[config.mk]
export PLATFORM = sky130hd
export DESIGN_NAME = ex_mem
export DESIGN_NICKNAME = d
export VERILOG_FILES = /design/src/rtl/ex_mem_pkg.sv /design/src/rtl/ex_mem_pipe_reg.sv /design/src/rtl/ex_mem.sv
export SDC_FILE = /design/constraint.sdc
export NUM_CORES = 1
export LEC_CHECK = 0
export ABC_AREA = 1
export CAP_MARGIN = 25
export CORE_UTILIZATION = 30
export CTS_BUF_LIST = sky130_fd_sc_hd__clkbuf_8
export CTS_CLUSTER_DIAMETER = 200
export DETAILED_ROUTE_END_ITERATION = 6
export PLACE_DENSITY_LB_ADDON = 0.12
export SETUP_SLACK_MARGIN = 0.2
export SYNTH_ARGS = -nofsm -noshare
export SYNTH_HDL_FRONTEND = slang
export SYNTH_SLANG_ARGS = --single-unit
[constraint.sdc]
create_clock -name i_clk -period 6.8 [get_ports i_clk]
set_input_delay 0.68 -clock i_clk [delete_from_list [all_inputs] [get_ports i_clk]]
set_output_delay 0.68 -clock i_clk [all_outputs]
set_load 0.005 [all_outputs]
[src/rtl/ex_mem_pkg.sv]
// Shared EX/MEM definitions: halt FSM encodings, memory access selector codes
// and helpers that fold unused selector codes back to a full-word access.
package ex_mem_pkg;

    typedef enum logic [1:0] {
        ST_RUN    = 2'd0,
        ST_DRAIN  = 2'd1,
        ST_HALTED = 2'd2
    } state_t;

    localparam logic [1:0] WR_SRC_WORD  = 2'd0;
    localparam logic [1:0] WR_SRC_HALF  = 2'd1;
    localparam logic [1:0] WR_SRC_BYTE  = 2'd2;

    localparam logic [2:0] RD_SRC_WORD  = 3'd0;
    localparam logic [2:0] RD_SRC_SHALF = 3'd1;
    localparam logic [2:0] RD_SRC_SBYTE = 3'd2;
    localparam logic [2:0] RD_SRC_UHALF = 3'd3;
    localparam logic [2:0] RD_SRC_UBYTE = 3'd4;

    function automatic logic [1:0] legal_wr_src(input logic [1:0] sel);
        return (sel > WR_SRC_BYTE) ? WR_SRC_WORD : sel;
    endfunction

    function automatic logic [2:0] legal_rd_src(input logic [2:0] sel);
        return (sel > RD_SRC_UBYTE) ? RD_SRC_WORD : sel;
    endfunction

endpackage

[src/rtl/ex_mem_pipe_reg.sv]
// Pipeline register: one cycle, clear beats enable; holding is driven by
// the enable input (deasserted enable = stall).
module pipe_reg #(
    parameter int WIDTH = 8
) (
    input  logic             clk,
    input  logic             rst,
    input  logic             en,
    input  logic             clr,
    input  logic [WIDTH-1:0] d,
    output logic [WIDTH-1:0] q
);

    always_ff @(posedge clk or posedge rst) begin
        if (rst) begin
            q <= '0;
        end else if (clr) begin
            q <= '0;
        end else if (en) begin
            q <= d;
        end
    end

endmodule

[src/rtl/ex_mem.sv]
// EX/MEM pipeline boundary with halt drain FSM and retired counter; 1-cycle
// latency; i_stall holds every register, i_flush loads a bubble.
module ex_mem
    import ex_mem_pkg::*;
#(
    parameter int IO_BUS_SIZE   = 32,
    parameter int REG_ADDR_SIZE = 5,
    parameter int CNT_SIZE      = 32
) (
    input  logic                     i_clk,
    input  logic                     i_reset,
    input  logic                     i_stall,
    input  logic                     i_flush,
    input  logic                     i_valid,
    input  logic [IO_BUS_SIZE-1:0]   i_alu_res,
    input  logic [IO_BUS_SIZE-1:0]   i_bus_b,
    input  logic [REG_ADDR_SIZE-1:0] i_rd,
    input  logic                     i_mem_wr_rd,
    input  logic [1:0]               i_mem_wr_src,
    input  logic [2:0]               i_mem_rd_src,
    input  logic                     i_reg_wr,
    input  logic                     i_mem_to_reg,
    input  logic                     i_halt,
    output logic                     o_valid,
    output logic [IO_BUS_SIZE-1:0]   o_alu_res,
    output logic [IO_BUS_SIZE-1:0]   o_bus_b,
    output logic [REG_ADDR_SIZE-1:0] o_rd,
    output logic                     o_mem_wr_rd,
    output logic [1:0]               o_mem_wr_src,
    output logic [2:0]               o_mem_rd_src,
    output logic                     o_reg_wr,
    output logic                     o_mem_to_reg,
    output logic                     o_fwd_en,
    output logic                     o_halted,
    output logic [CNT_SIZE-1:0]      o_instr_count
);

    localparam int W = 2 * IO_BUS_SIZE + REG_ADDR_SIZE + 9;

    state_t              state;
    logic                halted_q;
    logic [CNT_SIZE-1:0] cnt_q;

    logic         running;
    logic         load_ok;
    logic         side_fx_ok;
    logic         stage_clr;
    logic [W-1:0] stage_d;
    logic [W-1:0] stage_q;

    assign running    = (state == ST_RUN);
    assign load_ok    = running & i_valid;
    // A halt occupies a real slot but must never store or write back.
    assign side_fx_ok = load_ok & ~i_halt;
    // Outside RUN every non-stalled load is replaced by a bubble.
    assign stage_clr  = i_flush | (~i_stall & ~running);

    assign stage_d = {load_ok,
                      i_alu_res,
                      i_bus_b,
                      i_rd,
                      i_mem_wr_rd & side_fx_ok,
                      legal_wr_src(i_mem_wr_src),
                      legal_rd_src(i_mem_rd_src),
                      i_reg_wr & side_fx_ok,
                      i_mem_to_reg};

    pipe_reg #(
        .WIDTH (W)
    ) u_stage (
        .clk (i_clk),
        .rst (i_reset),
        .en  (~i_stall),
        .clr (stage_clr),
        .d   (stage_d),
        .q   (stage_q)
    );

    assign {o_valid, o_alu_res, o_bus_b, o_rd, o_mem_wr_rd,
            o_mem_wr_src, o_mem_rd_src, o_reg_wr, o_mem_to_reg} = stage_q;

    assign o_fwd_en      = o_valid & o_reg_wr & (o_rd != '0);
    assign o_halted      = halted_q;
    assign o_instr_count = cnt_q;

    always_ff @(posedge i_clk or posedge i_reset) begin
        if (i_reset) begin
            state    <= ST_RUN;
            halted_q <= 1'b0;
            cnt_q    <= '0;
        end else if (i_flush) begin
            // A flushed slot is squashed, but an in-progress drain still completes.
            if (state == ST_DRAIN) begin
                state    <= ST_HALTED;
                halted_q <= 1'b1;
            end
        end else if (!i_stall) begin
            if (load_ok) begin
                cnt_q <= cnt_q + CNT_SIZE'(1);
            end
            case (state)
                ST_RUN: begin
                    if (load_ok && i_halt) begin
                        state <= ST_DRAIN;
                    end
                end
                ST_DRAIN: begin
                    state    <= ST_HALTED;
                    halted_q <= 1'b1;
                end
                default: begin
                    state    <= ST_HALTED;
                    halted_q <= 1'b1;
                end
            endcase
        end
    end

endmodule

Word-level counts from Yosys, hierarchy flattened

Index checks and enable logic that the tools add are counted.
W data, S select, Z words.

Input port bits: 83
Output and inout port bits: 112
Register bits after elaboration: 113
Logic and storage cells: 44

Equality and inequality tests: 6
Bitwise operators: 12
Muxes and demuxes: 13
Magnitude comparators: 2
$add $sub $neg: 1
Reductions and logical operators: 6

Operators with widths:

| cell                    | count |
|---|---|
| $mux W78                | 2 |
| $add A32 B1 Y32 const B | 1 |
| $mux W2                 | 6 |
| $reduce_and A3 Y1       | 3 |
| $and A1 B1 Y1           | 7 |
| $ne A2 B1 Y1 const B    | 3 |
| $reduce_bool A5 Y1      | 1 |
| $mux W1                 | 4 |
| $not A1 Y1              | 4 |
| $gt A3 B3 Y1 const B    | 1 |
| $mux W3                 | 1 |
| $ne A3 B2 Y1 const B    | 1 |
| $eq A2 B1 Y1 const B    | 1 |
| $gt A2 B2 Y1 const B    | 1 |
| $logic_not A2 Y1        | 1 |
| $ne A2 B2 Y1 const B    | 1 |
| $logic_and A1 B1 Y1     | 1 |
| $or A1 B1 Y1            | 1 |

Depth between registers and ports, before layout

Gate-level depths: netlist (run 1).

Depth in word-level cells: 7
Gate-level depth with buffers: 9

Modules after synthesis

A second synthesis (run 1) with hierarchy kept.

Cells, all modules: 639
Area, all modules: 5238.8 um^2

Modules (own cells, without submodules):

| module   | area each (um^2) | instances | cells each |
|---|---|---|---|
| pipe_reg | 3081.7           | 1         | 340 |
| ex_mem   | 2157.1           | 1         | 299 |

Worst setup path before layout (run 1)

Ideal clock, no wire load.

Path kind: input to register
Start point: input port i_flush
End point: register cnt_q[25] (netlist: o_instr_count[25])
Setup slack: 5.243 ns
Arrival: 1.440 ns
Buffers on the path: 1
Stages on the path: 9
Setup time: 0.117 ns
Cell sequence: inv_1 nand2_2 nor2_4 buf_6 nand3_4 nor2_4 nand2_1 nand2_1 nand2_1

Cells in the longest elaborated chain, start to end: 2

RTL lines:

| item                        | line         | RTL |
|---|---|---|
| from (decl)                 | ex_mem.sv:13 | `input logic i_flush,` |
| $not A1 Y1 (no line)        | n/a          |  |
| $reduce_and A3 Y1 (no line) | n/a          |  |
| to (signal assigned)        | ex_mem.sv:99 | `cnt_q <= cnt_q + CNT_SIZE'(1);` |
| to (decl)                   | ex_mem.sv:42 | `logic [CNT_SIZE-1:0] cnt_q;` |

No other way between the ends.
A chain may end at the register's enable or synchronous reset.

Final worst setup path (run 1)

Start point: register u_stage.q[12]
End point: output port o_fwd_en

Cells in the longest elaborated chain, start to end: 2

RTL lines:

| item                   | line                  | RTL |
|---|---|---|
| from (decl)            | ex_mem_pipe_reg.sv:11 | `output logic [WIDTH-1:0] q` |
| from (signal assigned) | ex_mem_pipe_reg.sv:16 | `q <= '0;` |
| from (signal assigned) | ex_mem_pipe_reg.sv:18 | `q <= '0;` |
| from (signal assigned) | ex_mem_pipe_reg.sv:20 | `q <= d;` |
| $reduce_bool A5 Y1     | ex_mem.sv:82          | `assign o_fwd_en = o_valid & o_reg_wr & (o_rd != '0);` |
| $and A1 B1 Y1          | ex_mem.sv:82          |  |
| to (decl)              | ex_mem.sv:33          | `output logic o_fwd_en,` |

No other way between the ends.

==> load_flow_metrics.sql, run 1 <==
INSERT INTO impl_metrics (metric_group, metric, value, unit) VALUES
('clock_tree', 'clock_path_buffers', '2', ''),
('sta', 'setup_viol', '0', ''),
('final_layout', 'stdcell_area', '7740', 'um2'),
('clock_tree', 'tritoncts.num_buffers', '17', ''),
('pwr', 'design_power_total', '1.47', 'mW'),
('worst_setup_path', 'setup.worst_path.start_class', 'register', ''),
('floorplanning', 'initial_utilization', '30.8', '%'),
('final_layout', 'post_route_cells_drive_above_1_share', '7.09', '%'),
('clock_tree', 'cts.root.buffer_cell', 'sky130_fd_sc_hd__clkbuf_8', ''),
('yosys', 'synthesis.yosys.warnings', '0', ''),
('yosys', 'synth_area_per_cell', '8.43', 'um2'),
('clock_tree', 'cts.sinks', '113', ''),
('yosys', 'synth_cell_type_count', '25', ''),
('sta', 'clock.fmax', '400', 'MHz'),
('final_layout', 'area_taken_by_multi_input_logic_gates', '1760', 'um2'),
('sta', 'tightest_slew', '831', 'ps'),
('routing', 'drt-total-wl', '14.1', 'mm'),
('worst_setup_path', 'timing.critical_path.to_type', 'output pin', ''),
('placement', 'pre_cts_slack', '4040', 'ps'),
('yosys', 'post_synth_inst_count', '606', ''),
('floorplanning', 'fp.dieH', '133', 'um'),
('clock_tree', 'cts_setup_buffers', '0', ''),
('worst_setup_path', 'criticalPathCategory', 'reg2out', ''),
('sta', 'postLayoutSetupSlackWorst', '4300', 'ps'),
('global_route', 'grt.overflow.total', '0', ''),
('global_route', 'grt_antenna_before_repair', '1', ''),
('routing', 'route.antenna.remaining_nets', '0', ''),
('final_layout', 'most_used_cells_in_the_layout_excluding_fill_and_tap_cells', 'sky130_fd_sc_hd__clkdlybuf4s50_1, sky130_fd_sc_hd__nand2_1, sky130_fd_sc_hd__inv_1', ''),
('yosys', 'synth-seq-cells', '113', ''),
('worst_setup_path', 'worstPathArrival', '1820', 'ps'),
('floorplanning', 'floorplan.io_pins', '195', ''),
('sta', 'timing.final.crit_share', '36.8', '%'),
('job', 'maxCapViolCount', '0', ''),
('clock_tree', 'cts_tree', 'built', ''),
('sta', 'holdWs', '482', 'ps'),
('final_layout', 'final_cell_count_without_fillers', '1038', ''),
('floorplanning', 'chipWidth', '133', 'um'),
('sta', 'final-hold-violation-count', '0', ''),
('worst_setup_path', 'critPathRequiredTime', '6120', 'ps'),
('floorplanning', 'floorplan.core_area', '16600', 'um2'),
('final_layout', 'fillCellCount', '1616', ''),
('sta', 'clock-skew-final', '5.31', 'ps'),
('global_route', 'groute.usage.overall', '17.0', '%'),
('final_layout', 'commonest_non_fill_non_tap_cell_in_the_layout', 'sky130_fd_sc_hd__clkdlybuf4s50_1', ''),
('routing', 'total_via_count_in_the_routed_design', '4515', ''),
('routing', 'pre_antenna_drt_iters', '4', ''),
('sta', 'setup_tns', '0', 'ps'),
('pwr', 'pwr_density_cell', '190', 'nW/um2'),
('routing', 'detail_route.wl_per_cell', '13.5', 'um'),
('clock_tree', 'clk-insertion-delay-late', '430', 'ps'),
('min_path', 'hold_class', 'reg2reg', ''),
('final_layout', 'number_of_nets_in_the_final_layout', '889', ''),
('worst_setup_path', 'worst_setup_path_startpoint', 'u_stage.q[12]', ''),
('placement', 'cells_after_dpl', '1006', ''),
('final_layout', 'relative_area_change_from_synthesis_to_final_layout', '51.4', '%'),
('sta', 'timing.slew.headroom', '44.6', '%'),
('pwr', 'cellLeakagePower', '3.57', 'nW'),
('status', 'run_status', 'finished, final reports clean', ''),
('yosys', 'synth_area', '5110', 'um2'),
('final_layout', 'sequential_cell_area', '2830', 'um2'),
('floorplanning', 'area_enclosed_by_the_die_boundary', '17600', 'um2'),
('placement', 'detailed_place_hpwl', '10.4', 'mm'),
('clock_tree', 'post_cts_resize_count', '0', ''),
('min_path', 'min_from', 'o_halted', ''),
('worst_setup_path', 'reg2reg_from', 'state[1]', ''),
('yosys', 'ys_seq_area_share', '55.3', '%'),
('placement', 'finalWeightedCongestion', '0.831', ''),
('clock_tree', 'cts_hold_buf', '0', ''),
('global_route', 'grt_pass1_vias', '4610', ''),
('sta', 'layout_min_cycle_time', '2500', 'ps'),
('sta', 'rsz0062_at_grt', 'false', '');
-- path summary, 6_finish.rpt --
path	slack (ps)	cells past startpoint	end
setup reg to reg	5090	8	o_instr_count[29]
max in group asynchronous	4840	3	u_stage.q[70]
setup / recovery	4300	5	o_fwd_en
hold reg to reg	480	1	o_halted
min in group asynchronous	690	2	o_instr_count[23]
hold / removal	480	1	o_halted
-- layout make-up --
cell class	instances	area share, %
Clock inverter	12	2.33
Multi-Input combinational cell	355	22.7
Clock buffer	20	3.56
Inverter	121	5.90
Tap cell	220	3.56
Timing Repair Buffer	197	25.4
Sequential cell	113	36.6
-- layer usage --
metal	part of all wire, %	up-vias	GRT usage, %
li1	-	2252	-
met1	42	2093	19.9
met2	47	152	27.3
met3	9.6	16	7.82
met4	1.5	2	6.07
met5	0.093	-	0
-- flip-flops by register name (all words and copies together), names as in the netlist --
| name | flops |
|---|---|
| state | 2 |
| o_halted | 1 |
| o_instr_count | 32 |
| u_stage.q | 78 |
-- critical path, stage by stage, from the launching register on --
cell and delay [ps]:
sky130_fd_sc_hd__dfrtp_1 380, sky130_fd_sc_hd__inv_1 70, sky130_fd_sc_hd__nand3_1 100, sky130_fd_sc_hd__o311ai_0 290, sky130_fd_sc_hd__inv_1 70, sky130_fd_sc_hd__clkdlybuf4s50_1 480
-- cells by family (layout without fill, tap and decap cells) --
family          count (synthesis)  in the layout  share of synthesized area [%]
compound gates                 80             80                           8.13
xor+xnor                       20             20                           3.43
fa+ha+maj                       1              1                          0.245
buf+inv                       138            350                           10.5
flops                         113            113                           55.3
simple gates                  254            254                           22.4
-- Yosys cell counts --
cell,count,area (um2)
sky130_fd_sc_hd__nand3_1,25,125
sky130_fd_sc_hd__or2_2,2,12.5
sky130_fd_sc_hd__ha_1,1,12.5
sky130_fd_sc_hd__nor3_1,2,10.0
sky130_fd_sc_hd__o21ai_0,72,360
sky130_fd_sc_hd__buf_6,1,11.3
sky130_fd_sc_hd__xor2_1,9,78.8
sky130_fd_sc_hd__o22ai_1,3,18.8
sky130_fd_sc_hd__a21oi_1,1,5.00
sky130_fd_sc_hd__nand3_4,2,35.0
sky130_fd_sc_hd__o311ai_0,1,8.76
sky130_fd_sc_hd__nand3b_1,1,7.51
sky130_fd_sc_hd__o31ai_1,3,22.5
sky130_fd_sc_hd__nand4_1,10,62.6
sky130_fd_sc_hd__nand2_2,3,18.8
sky130_fd_sc_hd__nor2_1,35,131
sky130_fd_sc_hd__clkbuf_1,9,33.8
sky130_fd_sc_hd__nand3_2,4,40.0
sky130_fd_sc_hd__nor2_4,8,90.1
sky130_fd_sc_hd__dfrtp_1,113,2830
sky130_fd_sc_hd__xnor2_1,11,96.3
sky130_fd_sc_hd__buf_2,7,35.0
sky130_fd_sc_hd__inv_1,121,454
sky130_fd_sc_hd__nand2_1,160,601
sky130_fd_sc_hd__nor2_2,2,12.5
-- report_power, final --
group	switching (mW)	internal, mW
Combinational	0.0350	0.0470
Clock	0.282	0.429
Sequential	0.000988	0.673
No activity file was read; power rests on OpenSTA's default activity.
==> inputs of run 2 (changes only) <==
Clock period 6.8 ns to 2.5 ns, I/O delays scaled along.
==> load_flow_metrics.sql, run 2 (synthesis gave the netlist of run 1 again) <==
INSERT INTO impl_metrics (metric_group, metric, value, unit) VALUES
('clock_tree', 'post_cts_resize_count', '0', ''),
('worst_setup_path', 'reg2reg_from', 'state[1]', ''),
('pwr', 'pwr_density_cell', '492', 'nW/um2'),
('floorplanning', 'initial_utilization', '30.8', '%'),
('global_route', 'maximum_number_of_pins_on_one_net_before_global_route_repair', '114', ''),
('floorplanning', 'fp-row-count', '47', ''),
('placement', 'number_of_buffers_added_on_ports', '194', ''),
('sta', 'final-hold-violation-count', '0', ''),
('sta', 'tightest_slew', '618', 'ps'),
('global_route', 'grt_pass1_vias', '4687', ''),
('floorplanning', 'floorplan.io_pins', '195', ''),
('sta', 'layout_min_cycle_time', '2070', 'ps'),
('sta', 'clock.fmax', '483', 'MHz'),
('sta', 'timing.slew.headroom', '58.8', '%'),
('routing', 'route.met3.wl', '1.29', 'mm'),
('sta', 'timing.final.crit_share', '82.8', '%'),
('worst_setup_path', 'setup.worst_path.start_class', 'register', ''),
('final_layout', 'relative_area_change_from_synthesis_to_final_layout', '51.5', '%'),
('clock_tree', 'clock_path_buffers', '2', ''),
('worst_setup_path', 'timing.critical_path.to_type', 'output pin', ''),
('global_route', 'groute.usage.overall', '17.3', '%'),
('clock_tree', 'clk-insertion-delay-late', '430', 'ps'),
('sta', 'rsz0062_at_grt', 'false', ''),
('worst_setup_path', 'worstPathArrival', '1820', 'ps'),
('floorplanning', 'fp.dieH', '133', 'um'),
('clock_tree', 'cts.root.buffer_cell', 'sky130_fd_sc_hd__clkbuf_8', ''),
('global_route', 'grt.overflow.total', '0', ''),
('clock_tree', 'clock_tree.htree_level_count', '4', ''),
('sta', 'setup_viol', '0', ''),
('routing', 'detail_route.wirelength.met1', '5.79', 'mm'),
('pwr', 'vdd_drop_max', '0.273', 'mV'),
('clock_tree', 'cts.sinks', '113', ''),
('routing', 'drt-total-wl', '14.3', 'mm'),
('final_layout', 'largest_register_ffs', '78', ''),
('routing', 'avgViaCountPerCell', '4.34', ''),
('clock_tree', 'tritoncts.num_buffers', '17', ''),
('routing', 'drt-initial-drc-count', '186', ''),
('worst_setup_path', 'r2r_cell_count', '4', ''),
('routing', 'detail_route.wl_per_cell', '13.7', 'um'),
('routing', 'total_via_count_in_the_routed_design', '4514', ''),
('final_layout', 'finish.utilization', '46.7', '%'),
('sta', 'clock-skew-final', '8.45', 'ps'),
('final_layout', 'max_flop_register', 'u_stage.q', ''),
('clock_tree', 'clk_pin_slew', '70', 'ps'),
('routing', 'pre_antenna_drt_iters', '4', ''),
('placement', 'detailed_place_hpwl', '10.4', 'mm'),
('sta', 'setup_tns', '0', 'ps'),
('routing', 'top_signal_layer_used', 'met4', ''),
('global_route', 'grt_antenna_before_repair', '0', ''),
('final_layout', 'final_cell_count_without_fillers', '1040', ''),
('routing', 'dr_wl_met2', '6.76', 'mm'),
('placement', 'cells_after_dpl', '1008', ''),
('floorplanning', 'floorplan.core_area', '16600', 'um2'),
('clock_tree', 'cts_tree', 'built', ''),
('clock_tree', 'cts_hold_buf', '0', ''),
('job', 'maxCapViolCount', '0', ''),
('worst_setup_path', 'r2r-end', 'u_stage.q[3]', ''),
('min_path', 'hold_class', 'in2async', ''),
('placement', 'finalWeightedCongestion', '0.914', ''),
('final_layout', 'post_route_cells_drive_above_1_share', '7.32', '%'),
('worst_setup_path', 'criticalPathCategory', 'reg2out', ''),
('floorplanning', 'chipWidth', '133', 'um'),
('final_layout', 'most_used_cells_in_the_layout_excluding_fill_and_tap_cells', 'sky130_fd_sc_hd__clkdlybuf4s50_1, sky130_fd_sc_hd__nand2_1, sky130_fd_sc_hd__inv_1', ''),
('worst_setup_path', 'crit_path_max_fanout', '2', ''),
('pwr', 'cellLeakagePower', '3.57', 'nW'),
('sta', 'maxSlewViolCount', '0', ''),
('worst_setup_path', 'critPathRequiredTime', '2250', 'ps'),
('final_layout', 'commonest_non_fill_non_tap_cell_in_the_layout', 'sky130_fd_sc_hd__clkdlybuf4s50_1', ''),
('routing', 'route.antenna.remaining_nets', '0', ''),
('global_route', 'grt_first_pass_wirelength', '23.5', 'mm'),
('routing', 'drc_errors', '0', ''),
('worst_setup_path', 'r2r_setup_slack', '830', 'ps'),
('floorplanning', 'area_enclosed_by_the_die_boundary', '17600', 'um2'),
('final_layout', 'number_of_nets_in_the_final_layout', '891', ''),
('status', 'run_status', 'finished, final reports clean', ''),
('final_layout', 'antenna-diode-count', '0', ''),
('clock_tree', 'cts_setup_buffers', '0', '');
-- run 2: cell count changes in the layout (fill, tap and decap cells not counted), sizes merged --
cell      delta
buf          +2
bufinv       -2
clkinvlp     +2
clkinv       +1
inv          -1
-- run 2: stage by stage --
| step | area [um2] | hold WS [ps] | worst slack [ps] | power, mW |
|---|---|---|---|---|
| after CTS | 7740 | 333 | 344 | 3.88 |
| after floorplan | 5110 | 348 | 879 | 1.94 |
| after detailed placement | 7330 | 473 | 452 | 2.10 |
| after global placement | 7330 | 458 | 519 | 2.10 |
| after global routing | 7740 | 351 | 265 | 3.99 |
| final | 7740 | 351 | 431 | 3.81 |
-- run 2: cell type report --
class,count,area (um2)
clock buffers,20,275
flip-flops and latches,113,2830
repair buffers,199,2020
fillers,1625,8840
well taps,220,275
multi-input cells,355,1760
inverters,121,458
clock inverters,12,133
-- run 2: power by group --
group          internal (mW)  switching (mW)
Sequential              1.83         0.00261
Clock                  0.964           0.786
Combinational          0.131          0.0949
Total                   2.92           0.884
-- run 2: worst max-delay path, cell delays in order (launching register included) --
cell,delay (ps)
sky130_fd_sc_hd__dfrtp_1,380
sky130_fd_sc_hd__inv_1,80
sky130_fd_sc_hd__nand3_1,90
sky130_fd_sc_hd__o311ai_0,280
sky130_fd_sc_hd__inv_1,70
sky130_fd_sc_hd__clkdlybuf4s50_1,480
-- run 2: metal layers --
metal,vias up,track usage (%)
met5,-,0
met4,0,8.75
met3,27,7.16
met2,158,28.2
met1,2079,19.5
li1,2250,-
-- run 2: worst max path at each step --
stage / cells after the start / slack [ps] / endpoint / from
final: 5 / 430 / o_fwd_en / u_stage.q[12]
after global routing: 5 / 260 / o_fwd_en / u_stage.q[12]
after detailed placement: 5 / 450 / u_stage.q[3] / i_flush
after global placement: 5 / 520 / u_stage.q[3] / i_flush
after floorplan: 1 / 880 / o_halted / i_reset
after CTS: 5 / 340 / o_fwd_en / u_stage.q[12]
